`src/rtl/spi_apb_master.sv`:
```
// SPI mode-0 peripheral that turns 24-bit host command frames into APB reads and writes.
// SPI pins are oversampled and synchronised into PCLK; there is no second clock domain.
module spi_apb_master #(
  parameter logic [31:0] ADDR_BASE   = 32'h0000_0000,
  parameter int          SYNC_STAGES = 2
) (
  input  logic        PCLK,
  input  logic        PRESETn,
  input  logic        spi_cs_l,
  input  logic        spi_clk,
  input  logic        spi_data,
  output logic        slave_data,
  output logic [31:0] PADDR,
  output logic        PWRITE,
  output logic        PSEL,
  output logic        PENABLE,
  output logic [31:0] PWDATA,
  input  logic [31:0] PRDATA,
  input  logic        PREADY,
  output logic        busy,
  output logic        rd_late,
  output logic        overrun
);

  typedef enum logic [1:0] {S_IDLE, S_SETUP, S_ACCESS} apb_state_e;

  localparam logic [4:0] CMD_LAST   = 5'd7;   // counter value before the 8th rising edge
  localparam logic [4:0] TX_FIRST   = 5'd8;
  localparam logic [4:0] FRAME_LAST = 5'd23;  // counter value before the 24th rising edge
  localparam logic [4:0] FRAME_BITS = 5'd24;

  logic [SYNC_STAGES-1:0] r_sclk_sync, r_cs_sync, r_mosi_sync;
  logic                   r_sclk_d;
  logic                   w_sclk, w_cs_n, w_mosi, w_rise, w_fall;

  apb_state_e  r_state, w_next_state;
  logic [4:0]  r_bit_cnt;
  logic [14:0] r_rx;
  logic [15:0] w_rx_next;
  logic [15:0] r_tx;
  logic        r_miso, r_frame_ok, r_cmd_rw, r_rd_pend, r_tx_lock;
  logic        r_rd_late, r_overrun;
  logic [31:0] r_paddr, r_pwdata;
  logic        r_pwrite;
  logic        w_busy, w_cmd_edge, w_accept, w_rd_launch, w_wr_launch, w_launch;
  logic        w_apb_done, w_late, w_tx_win;
  logic        w_unused_prdata;

  // Chip select resets to the inactive level so no phantom frame starts after reset.
  always_ff @(posedge PCLK or negedge PRESETn) begin
    if (!PRESETn) begin
      r_sclk_sync <= '0;
      r_cs_sync   <= '1;
      r_mosi_sync <= '0;
      r_sclk_d    <= 1'b0;
    end else begin
      // NOTE: non-blocking assignments so every flop samples the previous-cycle values.
      r_sclk_sync <= {r_sclk_sync[SYNC_STAGES-2:0], spi_clk};
      r_cs_sync   <= {r_cs_sync[SYNC_STAGES-2:0], spi_cs_l};
      r_mosi_sync <= {r_mosi_sync[SYNC_STAGES-2:0], spi_data};
      r_sclk_d    <= w_sclk;
    end
  end

  assign w_sclk    = r_sclk_sync[SYNC_STAGES-1];
  assign w_cs_n    = r_cs_sync[SYNC_STAGES-1];
  assign w_mosi    = r_mosi_sync[SYNC_STAGES-1];
  assign w_rise    = w_sclk & ~r_sclk_d;
  assign w_fall    = ~w_sclk & r_sclk_d;
  assign w_rx_next = {r_rx, w_mosi};

  assign w_busy      = (r_state != S_IDLE);
  assign w_cmd_edge  = ~w_cs_n & w_rise & (r_bit_cnt == CMD_LAST);
  assign w_accept    = w_cmd_edge & ~w_busy;
  assign w_rd_launch = w_accept & ~w_rx_next[7];
  assign w_wr_launch = ~w_cs_n & w_rise & (r_bit_cnt == FRAME_LAST) & r_frame_ok & r_cmd_rw;
  assign w_launch    = w_rd_launch | w_wr_launch;
  assign w_apb_done  = (r_state == S_ACCESS) & PREADY;
  assign w_late      = r_frame_ok & ~r_cmd_rw & r_rd_pend;
  assign w_tx_win    = (r_bit_cnt >= TX_FIRST) && (r_bit_cnt <= FRAME_LAST);

  assign w_unused_prdata = ^PRDATA[31:16];

  always_ff @(posedge PCLK or negedge PRESETn) begin
    if (!PRESETn) r_state <= S_IDLE;
    else          r_state <= w_next_state;
  end

  always_comb begin
    // NOTE: default first so no path through the case leaves the value held (no latch).
    w_next_state = r_state;
    case (r_state)
      S_IDLE:   if (w_launch) w_next_state = S_SETUP;
      S_SETUP:  w_next_state = S_ACCESS;
      S_ACCESS: if (PREADY) w_next_state = S_IDLE;
      default:  w_next_state = S_IDLE;
    endcase
  end

  always_comb begin
    PSEL    = 1'b0;
    PENABLE = 1'b0;
    busy    = 1'b0;
    case (r_state)
      S_SETUP:  begin PSEL = 1'b1; busy = 1'b1; end
      S_ACCESS: begin PSEL = 1'b1; PENABLE = 1'b1; busy = 1'b1; end
      default:  ;
    endcase
  end

  always_ff @(posedge PCLK or negedge PRESETn) begin
    if (!PRESETn) begin
      r_bit_cnt  <= '0;
      r_rx       <= '0;
      r_tx       <= '0;
      r_miso     <= 1'b0;
      r_frame_ok <= 1'b0;
      r_cmd_rw   <= 1'b0;
      r_rd_pend  <= 1'b0;
      r_tx_lock  <= 1'b0;
      r_rd_late  <= 1'b0;
      r_overrun  <= 1'b0;
      r_paddr    <= '0;
      r_pwrite   <= 1'b0;
      r_pwdata   <= '0;
    end else begin
      r_rd_late <= 1'b0;
      r_overrun <= w_cmd_edge & w_busy;
      if (w_cs_n) begin
        r_bit_cnt  <= '0;
        r_rx       <= '0;
        r_tx       <= '0;
        r_miso     <= 1'b0;
        r_frame_ok <= 1'b0;
        r_cmd_rw   <= 1'b0;
        r_rd_pend  <= 1'b0;
        r_tx_lock  <= 1'b0;
      end else begin
        if (w_rise && (r_bit_cnt != FRAME_BITS)) begin
          r_bit_cnt <= r_bit_cnt + 5'd1;
          r_rx      <= w_rx_next[14:0];
        end
        if (w_accept) begin
          r_frame_ok <= 1'b1;
          r_cmd_rw   <= w_rx_next[7];
          r_paddr    <= ADDR_BASE + {23'd0, w_rx_next[6:0], 2'b00};
          r_pwrite   <= w_rx_next[7];
        end
        if (w_wr_launch) r_pwdata <= {16'd0, w_rx_next};
        if (w_rd_launch)     r_rd_pend <= 1'b1;
        else if (w_apb_done) r_rd_pend <= 1'b0;
        if (w_apb_done && r_rd_pend && !r_tx_lock) r_tx <= PRDATA[15:0];
        // A read still pending at the first data bit is replaced by all-ones for this frame,
        // and the lock keeps its later completion from corrupting the word mid-shift.
        if (w_fall) begin
          if (w_tx_win && (r_bit_cnt == TX_FIRST) && w_late) begin
            r_miso    <= 1'b1;
            r_tx      <= 16'hFFFE;
            r_tx_lock <= 1'b1;
            r_rd_late <= 1'b1;
          end else if (w_tx_win) begin
            r_miso <= r_tx[15];
            r_tx   <= {r_tx[14:0], 1'b0};
          end else begin
            r_miso <= 1'b0;
          end
        end
      end
    end
  end

  assign slave_data = r_miso;
  assign PADDR      = r_paddr;
  assign PWRITE     = r_pwrite;
  assign PWDATA     = r_pwdata;
  assign rd_late    = r_rd_late;
  assign overrun    = r_overrun;

endmodule

```
`config.mk`:
```
export PLATFORM = sky130hd
export DESIGN_NAME = spi_apb_master
export DESIGN_NICKNAME = d
export VERILOG_FILES = /design/src/rtl/spi_apb_master.sv
export SDC_FILE = /design/constraint.sdc
export NUM_CORES = 1
export LEC_CHECK = 0
export CORE_MARGIN = 1.5
export CORE_UTILIZATION = 40
export DETAILED_ROUTE_END_ITERATION = 8
export GPL_TIMING_DRIVEN = 0
export PLACE_DENSITY = 0.76
export SYNTH_ARGS = -nofsm -noshare
export SYNTH_HDL_FRONTEND = slang
export SYNTH_SLANG_ARGS = --single-unit
```
`constraint.sdc`:
```
create_clock -name PCLK -period 5.36 [get_ports PCLK]
set_clock_uncertainty 0.15 [all_clocks]
set_input_delay 1.34 -clock PCLK [delete_from_list [all_inputs] [get_ports PCLK]]
set_output_delay 1.34 -clock PCLK [all_outputs]
set_load 0.005 [all_outputs]
```
### After elaboration in Yosys (flattened, before gate mapping)

Cells that the tools add are included.

* flip-flop bits (word level): 76
* output and inout bits: 71
* logic and storage cells: 99
* input bits: 38

* equal/unequal tests: 8
* bitwise operators: 20
* $add $sub $neg: 1
* mux-type cells: 31
* $lt $le $gt $ge: 2
* reductions and logical operators: 19

Operators with widths (count)
* $mux W16: 5
* $mux W15: 2
* $mux W1: 19
* $and A1 B1 Y1: 13
* $mux W5: 2
* $reduce_bool A2 Y1: 5
* $reduce_and A2 Y1: 4
* $logic_and A1 B1 Y1: 6
* $not A1 Y1: 6
* $pmux W2 S3: 1
* $add A5 B1 Y5 const B: 1
* $eq A5 B3 Y1 const B: 1
* $eq A5 B4 Y1 const B: 1
* $eq A5 B5 Y1 const B: 1
* $ge A5 B4 Y1 const B: 1
* $le A5 B5 Y1 const B: 1
* $ne A5 B5 Y1 const B: 1
* $mux W2: 2
* $ne A2 B2 Y1 const B: 2
* $reduce_bool A3 Y1: 1
* $eq A2 B1 Y1 const B: 1
* $eq A2 B2 Y1 const B: 1
* $logic_not A2 Y1: 1
* $reduce_or A2 Y1: 1
* 2 further kinds: 2

### Depth between registers and ports, before layout

Gate-level depths: netlist of run 1.

* word-level depth: 9
* depth in mapped cells: 7
* depth with buffers taken out: 6

### Least setup slack after synthesis of run 1

OpenSTA, ideal clock, no wires.

* kind: input -> register
* from: input PREADY
* to: register r_tx[4]
* slack: 2791 ps
* library setup time: 99 ps
* path buffers: 2
* arrival: 2319 ps
* cell stages on the path: 5
* data required time: 5111 ps
* path through: and4b_1 -> clkbuf_1 -> clkbuf_1 -> nand2_1 -> a311oi_1

* longest elaborated chain between the ends: 8

RTL lines
* start: declaration: line 19 `input logic PREADY,`
* $and A1 B1 Y1 *: line 78 `assign w_apb_done = (r_state == S_ACCESS) & PREADY;`
* $logic_and A1 B1 Y1 * (2 in a row): line 152 `if (w_apb_done && r_rd_pend && !r_tx_lock) r_tx <= PRDATA[15:0];`
* $mux W16 *: line 152
* $mux W16: line 161 `end else if (w_tx_win) begin`
* $mux W16: line 156 `if (w_tx_win && (r_bit_cnt == TX_FIRST) && w_late) begin`
* $mux W16 *: line 155 `if (w_fall) begin`
* $mux W16 *: line 129 `if (w_cs_n) begin`
* end signal: assignment: line 152
* end signal: assignment: line 163 `r_tx <= {r_tx[14:0], 1'b0};`
* end: declaration: line 40 `logic [15:0] r_tx;`

Mark *: on every way between the ends. The rest lies on a longest branch, timed or not.
A chain may end at the register's enable or synchronous reset.

### Final worst setup path of run 1

* from: register r_state[0]
* to: output busy

* longest elaborated chain between the ends: 3
* elaborated cells on any way between the ends: 4
* classes of those cells: eq/ne: 2; mux: 1; reduce/logical: 1

RTL lines
* start: declaration: line 36 `apb_state_e r_state, w_next_state;`
* start signal: assignment: line 86 `else r_state <= w_next_state;`
* $eq A2 B2 Y1 / $eq A2 B1 Y1 (equally long branches): line 104 `case (r_state)`
* $reduce_or A2 Y1 (no source line) *
* $mux W1 *: line 104
* end: declaration: line 20 `output logic busy,`

Marks and branches as above.

==> results.md, run 1 <==
- Status: finished, final reports clean
- Layout cells sized above 1: 0.214
- Die Area: 9660 µm²
- Launch instance of the worst min-delay path: r_mosi_sync[0]$_DFF_PN0_
- Net Sw Frac: 0.229
- CP Class: register to primary output
- Worst supply voltage drop on vdd: approximately 0.15 mV
- Area of all placed cells without fillers: 4630 µm²
- FFs w/ async S/R, synth: 1.00
- Worst-path clk slew: about 0.070 ns
- Endpoint of the worst hold-timing path: r_mosi_sync[1]$_DFF_PN0_
- Largest net degree at the start of global routing: 45
- Library cells used by synthesis: 39
- Clk Tree Root Cell: clkbuf_8
- Hold Crit Depth: 0
- Post-CTS Setup Repair Bufs: 0
- Max-cap check violation count: 0
- Number of cells upsized or downsized after cts: 0
- Effective utilization at floorplan: 0.414
- H-tree depth: 3
- Floorplan die height: 98.3 µm
- Post-synthesis sequential element count: 76
- Detailed-route wire length per cell: between 10 and 15 µm
- Total leakage power: around 2.2 nW
- Simple-gate share of the synthesized area: 0.139
- Synth Area in Compound Gates: 0.0854
- Min cycle time layout: approximately 3.2 ns
- Share of the synthesized netlist area taken by xor and xnor gates: 0.00723
- Combinational family with the most area after synthesis: simple AND/OR/NAND/NOR gates
- WL final: about 7000 µm
- Register-to-register setup slack: around 3.0 ns
- Area Overhead vs Synth: 27.5%
- Share of synthesized area spent on multiplexers: 0.0940
- Power, Total: roughly 1.2 mW
- Clock tree from TritonCTS: built
- Combinational cell fraction of total power: 0.147
- Number of buffers added to fix hold violations after cts: 0
- Vias post-DR: 2605
- Fraction of the yosys area taken by sequential cells: 0.524
- IO buf count: slightly above 50
- Area share of fa/ha/maj cells after synthesis: 0.0207
- Unrepaired setup endpoints after global routing: false
- Relative slew margins: 0.658
- Half-perimeter wire length of the detailed placement result: roughly 5200 µm
- Initial DRC count: 106
- Proportion of power drawn by flip-flops and latches: 0.503
- Insertion delay to the later sink of the worst-skew pair: around 0.33 ns
- Most common cell after layout, fill and taps aside: dfrtp_1
- Final setup margin: 2.20 ns
- # IOs: between 100 and 150
- Worst Tran Pin Value: slightly above 0.5 ns
- Required time at the worst-slack endpoint: around 3.9 ns
- Number of buffers created by CTS: 9
- DRT Pass-1 Iters: 4
- Reg-to-reg startpoint: r_bit_cnt[0]$_DFFE_PN0P_
- GP Congestion: 0.767
- Slew Limit Fails: 0
- Capturing point of the worst reg2reg path: r_tx[6]$_DFF_PN0_
- Average cell area after synthesis: about 11 µm²
- Crit path arrival time: about 1.7 ns
- Global-route usage over all layers: 0.148
- Worst setup timing slack at the placement stage: 1.91 ns
- Initial antenna violation count: 0
- Power per unit of standard cell area: between 200 and 300 nW/µm²
- Critical Path Sink Type: primary output
- Cell-internal power: between 0.9 and 1 mW
- Highest clock rate: about 320 MHz
- Worst hold slack: 0.200 ns
- Register cell area after layout: around 1900 µm²
- Top library cells by usage in the layout, fill and taps aside: 74 x dfrtp_1, 67 x nand2_1, 50 x clkdlybuf4s50_1
- Count of cells along the worst register-to-register path: 6
- Final setup viols: 0
- Number of antenna cells inserted: 0
- Total clock sinks: 76
- Via density per instance: approximately 4.7
- Path category of the worst min-delay check: register to register
- Fin Setup TNS: 0 ns
- Post-route antenna net violation count: 0
- Final-layout fill cell count: 793
- Worst-case clock buffer depth: 2
- Most instantiated flip-flop cell in the synthesis netlist: dfrtp_1
- First-pass GRT wire length: between 10000 and 15000 µm
- Maximum fanout along the worst path: 3
- Number of global-route vias before repair: around 2500
- Area inside the core boundary: approximately 8800 µm²
- Combined area of the multi-input logic cells: around 1400 µm²
- Synth Instances: about 340
- Post-route DRC: 0
- Final Cycle Share: 0.590
- Width of the die: 98.3 µm
- Mapped Area: about 3600 µm²
- Yosys warning total: 0
- Final hold vios: 0
- Worst setup SP type: register
- DP Area: roughly 4400 µm²
- Net Sw Power: between 0.2 and 0.3 mW
- # rows: 34
- Number of nets at the end of the flow: 483
- Total congestion overflow: 0
- Share of power burned in the clock network: 0.349
- Number of enable-type register cells in the synthesized netlist: 0
-- power groups by stage --
stage,Combinational [mW],Clock (mW),Sequential (mW)
after detailed placement,0.176,0,0.606
after global routing,0.196,0.449,0.596
final,0.174,0.413,0.595
after global placement,0.168,0,0.605
after CTS,0.177,0.425,0.595
after floorplan,0.0982,0,0.603
-- worst max-delay path: stages, from the launching register on --
cell and delay (ns):
dfrtp_1 0.37, inv_1 0.09, ha_1 0.30, buf_4 0.10, clkdlybuf4s50_1 0.49
-- cell type report --
type,instances,area share
sequential,76,0.411
multi-input combinational,230,0.305
timing repair buffer,52,0.114
buffer,60,0.0927
clock buffer,13,0.0322
tap,108,0.0292
inverter,10,0.00811
clock inverter,2,0.00757
-- worst max path at each step --
stage	startpoint	to	slack (ns)	depth (start not counted)
after floorplan	PREADY	r_tx[4]$_DFF_PN0_	2.79	5
after global placement	PRESETn	r_tx[9]$_DFF_PN0_	0.28	1
after detailed placement	PREADY	r_tx[6]$_DFF_PN0_	1.91	6
after CTS	r_state[0]$_DFFE_PN0P_	busy	2.17	4
after global routing	r_state[0]$_DFFE_PN0P_	busy	2.11	4
final	r_state[0]$_DFFE_PN0P_	busy	2.20	4
-- cells in the mapped netlist, drive strengths merged (2+ instances only) --
cell	number	area, µm²
o21ai	4	20.0
ha	6	75.1
dfstp	2	52.6
and4b	2	20.0
buf	46	357
clkbuf	14	72.6
nand4	3	18.8
a21oi	20	104
xor2	2	17.5
inv	10	37.5
nand4b	2	17.5
a311oi	15	131
mux2	27	342
nand2b	2	12.5
nor4bb	2	20.0
nor3	16	80.1
nand2	67	251
nor2	8	30.0
dfrtp	74	1850
-- sequential cells by signal, summed over array words and instances, names as in the netlist --
register and flops:
PADDR 7, PWDATA 16, PWRITE 1, overrun 1, r_bit_cnt 5, r_cmd_rw 1
r_cs_sync 2, r_frame_ok 1, r_mosi_sync 2, r_rd_pend 1, r_rx 15, r_sclk_d 1
r_sclk_sync 2, r_state 2, r_tx 16, r_tx_lock 1, rd_late 1, slave_data 1
-- cells by family (layout without fill, tap and decap cells) --
logic type	count (synthesis)	after routing
simple gates	107	107
xor+xnor	3	3
buf+inv	70	137
compound gates	46	46
flops	76	76
fa+ha+maj	6	6
mux	27	27
other cells	1	41
-- routing by layer --
metal  vias up  track usage  wire (µm)
met2        87        0.247       3400
met1      1246        0.190       3070
met5         -            0          0
met4         0       0.0520         85
met3        11       0.0315        387
li1       1261            -          -
-- per-stage QoR --
stage | std cells | utilization
floorplan | 376 | -
global placement | 535 | 0.505
detailed placement | 536 | 0.507
CTS | 551 | 0.528
global route | 551 | 0.528
finish | 551 | 0.528
No activity file was read; power rests on OpenSTA's default activity.
==> run 2: changes to the inputs <==
--- a/config.mk
+++ b/config.mk
@@ -9,7 +9,7 @@
 export CORE_UTILIZATION = 40
 export DETAILED_ROUTE_END_ITERATION = 8
 export GPL_TIMING_DRIVEN = 0
-export PLACE_DENSITY = 0.76
+export PLACE_DENSITY = 0.78
 export SYNTH_ARGS = -nofsm -noshare
 export SYNTH_HDL_FRONTEND = slang
 export SYNTH_SLANG_ARGS = --single-unit
==> constraint.sdc (replaced) <==
create_clock -name PCLK -period 2.8 [get_ports PCLK]
set_clock_uncertainty 0.15 [all_clocks]
set_input_delay 0.7 -clock PCLK [delete_from_list [all_inputs] [get_ports PCLK]]
set_output_delay 0.7 -clock PCLK [all_outputs]
set_load 0.005 [all_outputs]
==> results.md, run 2 (synthesis results as in run 1) <==
- Critical Path Sink Type: primary output
- Final Cycle Share: 0.912
- Final setup margin: 0.247 ns
- Post-CTS Setup Repair Bufs: 0
- Top library cells by usage in the layout, fill and taps aside: 74 x dfrtp_1, 67 x nand2_1, 50 x clkdlybuf4s50_1
- Power per unit of standard cell area: around 470 nW/µm²
- First-pass GRT wire length: 11800 µm
- Count of cells along the worst register-to-register path: 6
- Capturing point of the worst reg2reg path: r_tx[5]$_DFF_PN0_
- Crit path arrival time: 1.70 ns
- Via density per instance: 4.72
- IO buf count: 51
- Number of cells upsized or downsized after cts: 0
- Vias post-DR: between 2000 and 3000
- DP Area: roughly 4400 µm²
- Unrepaired setup endpoints after global routing: false
- Relative slew margins: 0.633
- Total congestion overflow: 0
- Worst setup timing slack at the placement stage: -0.00493 ns
- Status: finished, final reports clean
- Reg-to-reg startpoint: r_bit_cnt[0]$_DFFE_PN0P_
- Post-route antenna net violation count: 0
- WL final: 7000 µm
- Highest clock rate: between 300 and 400 MHz
- Worst setup SP type: register
- Clk Tree Root Cell: clkbuf_8
- Path category of the worst min-delay check: input port to async pin
- Worst-case clock buffer depth: 2
- Global-route usage over all layers: 0.155
- Half-perimeter wire length of the detailed placement result: between 4000 and 5000 µm
- Largest net degree at the start of global routing: 44
- Clock tree from TritonCTS: built
- Total leakage power: roughly 2.2 nW
- Register-to-register setup slack: approximately 0.39 ns
- Slew Limit Fails: 0
- Post-route DRC: 0
- Area inside the core boundary: a little under 9000 µm²
- DRT Pass-1 Iters: 4
- Beginning of the critical path: r_state[1]$_DFFE_PN0P_
- CP Class: register to primary output
- Worst setup path endpoint: busy
- Worst Tran Pin Value: roughly 0.55 ns
- # rows: 34
- Most common cell after layout, fill and taps aside: dfrtp_1
- Worst-path clk slew: 0.08 ns
- Number of antenna cells inserted: 0
- Final setup viols: 0
- Die Area: about 9700 µm²
- Layout cells sized above 1: 0.221
- Number of nets at the end of the flow: roughly 480
- Insertion delay to the later sink of the worst-skew pair: about 0.35 ns
- Width of the die: ~100 µm
- GP Congestion: 0.811
- Max-cap check violation count: 0
- Maximum fanout along the worst path: 3
- Final hold vios: 0
- Detailed-route wire length per cell: 12.7 µm
- H-tree depth: 3
- Area of all placed cells without fillers: roughly 4600 µm²
- Area Overhead vs Synth: 27.0%
- Initial antenna violation count: 0
- Min cycle time layout: ~2.6 ns
- Required time at the worst-slack endpoint: ~2.0 ns
- Worst supply voltage drop on vdd: approximately 0.23 mV
- Number of buffers created by CTS: 9
- Total clock sinks: 76
- Floorplan die height: ~98 µm
- # IOs: about 110
- Initial DRC count: about 110
- Effective utilization at floorplan: 0.414
- Number of global-route vias before repair: 2513
- Number of buffers added to fix hold violations after cts: 0
[run 2: changes by cell type in the layout (fill, tap and decap cells not counted)]
| cell | previous run | this run |
|---|---|---|
| clkinvlp_4 | 0 | 3 |
| clkbuf_1 | 15 | 13 |
| bufinv_16 | 1 | 0 |
| clkbuf_8 | 12 | 11 |
| clkinv_2 | 1 | 2 |
| clkinv_4 | 0 | 1 |
[run 2: layer usage]
layer,GRT usage,routed length (µm),part of all wire
met5,0,0,0
met4,0.0509,97,0.014
met3,0.0530,459,0.066
met2,0.257,3460,0.49
met1,0.188,2990,0.43
[run 2: power by group]
part | internal [mW] | switching, mW
Combinational | 0.192 | 0.140
Sequential | 1.12 | 0.0180
Clock | 0.319 | 0.401
[run 2: layout make-up]
type                            count  area (µm²)
Fill cell                         801        4150
Sequential cell                    76        1900
Multi-Input combinational cell    230        1410
Timing Repair Buffer               52         528
Buffer                             60         429
Tap cell                          108         135
Clock buffer                       10         128
Clock inverter                      6        41.3
Inverter                           10        37.5
[run 2: critical path, stage by stage, from the launching register on]
cell and delay, ns:
dfrtp_1 0.38, inv_1 0.09, ha_1 0.31, buf_4 0.10, clkdlybuf4s50_1 0.48
[run 2: worst min path at each step]
stage	endpoint	startpoint	slack [ns]	depth (start not counted)
global route	PWDATA[9]$_DFFE_PN0P_	PRESETn	0.15	1
detailed placement	r_mosi_sync[1]$_DFF_PN0_	r_mosi_sync[0]$_DFF_PN0_	0.18	0
finish	PWDATA[9]$_DFFE_PN0P_	PRESETn	0.13	1
CTS	PWDATA[9]$_DFFE_PN0P_	PRESETn	0.14	1
floorplan	r_mosi_sync[1]$_DFF_PN0_	r_mosi_sync[0]$_DFF_PN0_	0.18	0
global placement	r_mosi_sync[1]$_DFF_PN0_	r_mosi_sync[0]$_DFF_PN0_	0.19	0
[run 2: stage by stage]
stage | util | setup TNS [ns] | instances | power, mW | hold slack (ns)
detailed placement | 0.507 | -0.00493 | 536 | 1.50 | 0.185
finish | 0.527 | 0 | 552 | 2.19 | 0.131
global route | 0.527 | 0 | 552 | 2.31 | 0.151
floorplan | - | 0 | 376 | 1.34 | 0.181
CTS | 0.527 | 0 | 552 | 2.22 | 0.141
global placement | 0.505 | -121.06 | 535 | 1.48 | 0.185
==> run 3: changes to the inputs <==
--- a/config.mk
+++ b/config.mk
@@ -6,10 +6,10 @@
 export NUM_CORES = 1
 export LEC_CHECK = 0
 export CORE_MARGIN = 1.5
-export CORE_UTILIZATION = 40
+export CORE_UTILIZATION = 43
 export DETAILED_ROUTE_END_ITERATION = 8
 export GPL_TIMING_DRIVEN = 0
-export PLACE_DENSITY = 0.78
+export PLACE_DENSITY = 0.75
 export SYNTH_ARGS = -nofsm -noshare
 export SYNTH_HDL_FRONTEND = slang
 export SYNTH_SLANG_ARGS = --single-unit
==> results.md, run 3 (synthesis results as in run 1) <==
- Ordered list of cells on the worst path: inv_1 > ha_1 > buf_4 > clkdlybuf4s50_1
- Post-route DRC: 0
- Number of buffers added to fix hold violations after cts: 0
- Highest clock rate: slightly below 400 MHz
- Worst-case clock buffer depth: 2
- Most common cell after layout, fill and taps aside: dfrtp_1
- # rows: 33
- Post-CTS Setup Repair Bufs: 0
- Die Area: roughly 9000 µm²
- Power per unit of standard cell area: about 530 nW/µm²
- Vias post-DR: around 2600
- Final setup margin: 0.263 ns
- Floorplan die height: between 90 and 100 µm
- Final setup viols: 0
- DRT Pass-1 Iters: 4
- Worst setup timing slack at the placement stage: between 0.05 and 0.06 ns
- Critical-path top delay cell: clkdlybuf4s50_1
- Crit-path max cell delay: 0.48 ns
- Number of global-route vias before repair: ~2400
- H-tree depth: 3
- Largest net degree at the start of global routing: 60
- Slew Limit Fails: 0
- Critical Path Sink Type: primary output
- Area Overhead vs Synth: 29.1%
- Unrepaired setup endpoints after global routing: false
- Worst Tran Pin Value: roughly 0.54 ns
- # IOs: approximately 110
- Worst setup SP type: register
- Crit-path leading delay family: buffers and inverters
- Worst-path clk slew: about 0.080 ns
- Total clock sinks: 76
- Status: finished, final reports clean
- Detailed-route wire length per cell: around 13 µm
- DP Area: approximately 4400 µm²
- Required time at the worst-slack endpoint: 1.95 ns
- Top library cells by usage in the layout, fill and taps aside: 74 x dfrtp_1, 67 x nand2_1, 50 x clkdlybuf4s50_1
- Clock tree from TritonCTS: built
- Final-layout fill cell count: about 700
- Half-perimeter wire length of the detailed placement result: just under 5000 µm
- Number of placed cells counting well taps: 533
- Layout cells sized above 1: 0.221
- CP Class: register to primary output
- Initial antenna violation count: 0
- Area inside the core boundary: 8220 µm²
- First-pass GRT wire length: between 10000 and 15000 µm
- Post-route antenna net violation count: 0
- Final design utilization: 0.571
- Count of placed standard cells in the final layout, fillers left out: approximately 550
- IO buf count: 51
- CP bufs+invs: 3
- Relative slew margins: 0.639
- Crit path arrival time: 1.69 ns
- Path category of the worst min-delay check: input port to async pin
- Number of nets at the end of the flow: 483
- Global-route usage over all layers: 0.160
- WL final: 6910 µm
- Total leakage power: 2.20 nW
- Clk Tree Root Cell: clkbuf_8
- Maximum fanout along the worst path: 3
- Min cycle time layout: approximately 2.5 ns
- Width of the die: 94.9 µm
- Number of buffers created by CTS: 9
- Via density per instance: between 4 and 5
- Insertion delay to the later sink of the worst-skew pair: approximately 0.34 ns
- Number of antenna cells inserted: 0
- Final Cycle Share: 0.906
- Number of cells upsized or downsized after cts: 0
- Worst supply voltage drop on vdd: 0.218 mV
- Max-cap check violation count: 0
- Effective utilization at floorplan: 0.442
- Initial DRC count: ~120
- GP Congestion: around 0.78
- Final hold vios: 0
- Worst hold slack: about 0.073 ns
- Area of all placed cells without fillers: ~4700 µm²
- Total congestion overflow: 0
[run 3: changes by cell type in the layout (fill, tap and decap cells not counted)]
cell / previous run / this run
bufinv_16: 0 / 3
buf_12: 2 / 1
clkinvlp_4: 3 / 0
clkinv_2: 2 / 1
clkinv_4: 1 / 2
buf_16: 0 / 1
[run 3: final timing paths]
check	from	end	slack (ns)	cells after the start
worst max-delay path	r_state[0]$_DFFE_PN0P_	busy	0.26	4
max in group asynchronous	PRESETn	r_cs_sync[0]$_DFF_PN1_	1.81	2
min in group PCLK	r_mosi_sync[0]$_DFF_PN0_	r_mosi_sync[1]$_DFF_PN0_	0.20	0
worst min register to register	r_mosi_sync[0]$_DFF_PN0_	r_mosi_sync[1]$_DFF_PN0_	0.20	0
worst max register to register	r_bit_cnt[0]$_DFFE_PN0P_	r_tx[5]$_DFF_PN0_	0.47	6
worst min-delay path	PRESETn	PWDATA[10]$_DFFE_PN0P_	0.07	1
[run 3: per-stage QoR]
stage          total power, mW  setup TNS [ns]
5_1_grt                   2.57               0
2_1_floorplan             1.34               0
6_report                  2.46               0
4_1_cts                   2.49               0
3_3_place_gp              1.48         -122.58
3_5_place_dp              1.50               0
[run 3: power by group]
group,internal (mW),total [mW],switching [mW]
registers,1.12,1.14,0.0178
clock network,0.594,0.989,0.396
logic,0.192,0.335,0.143
[run 3: layout make-up]
type	instances	area, µm²	area share
Clock inverter	6	113	0.0240
Sequential cell	76	1900	0.406
Buffer	60	429	0.0915
Tap cell	105	131	0.0280
Inverter	10	37.5	0.00800
Clock buffer	10	128	0.0272
Timing Repair Buffer	52	536	0.114
Multi-Input combinational cell	230	1410	0.301
[run 3: metal layers]
layer  global-route usage  up-vias  part of all wire
met4               0.0597        0             0.011
met3               0.0435        7             0.049
met2                0.268       73              0.50
li1                     -     1267                 -
met1                0.197     1218              0.44
met5                    0        -                 0
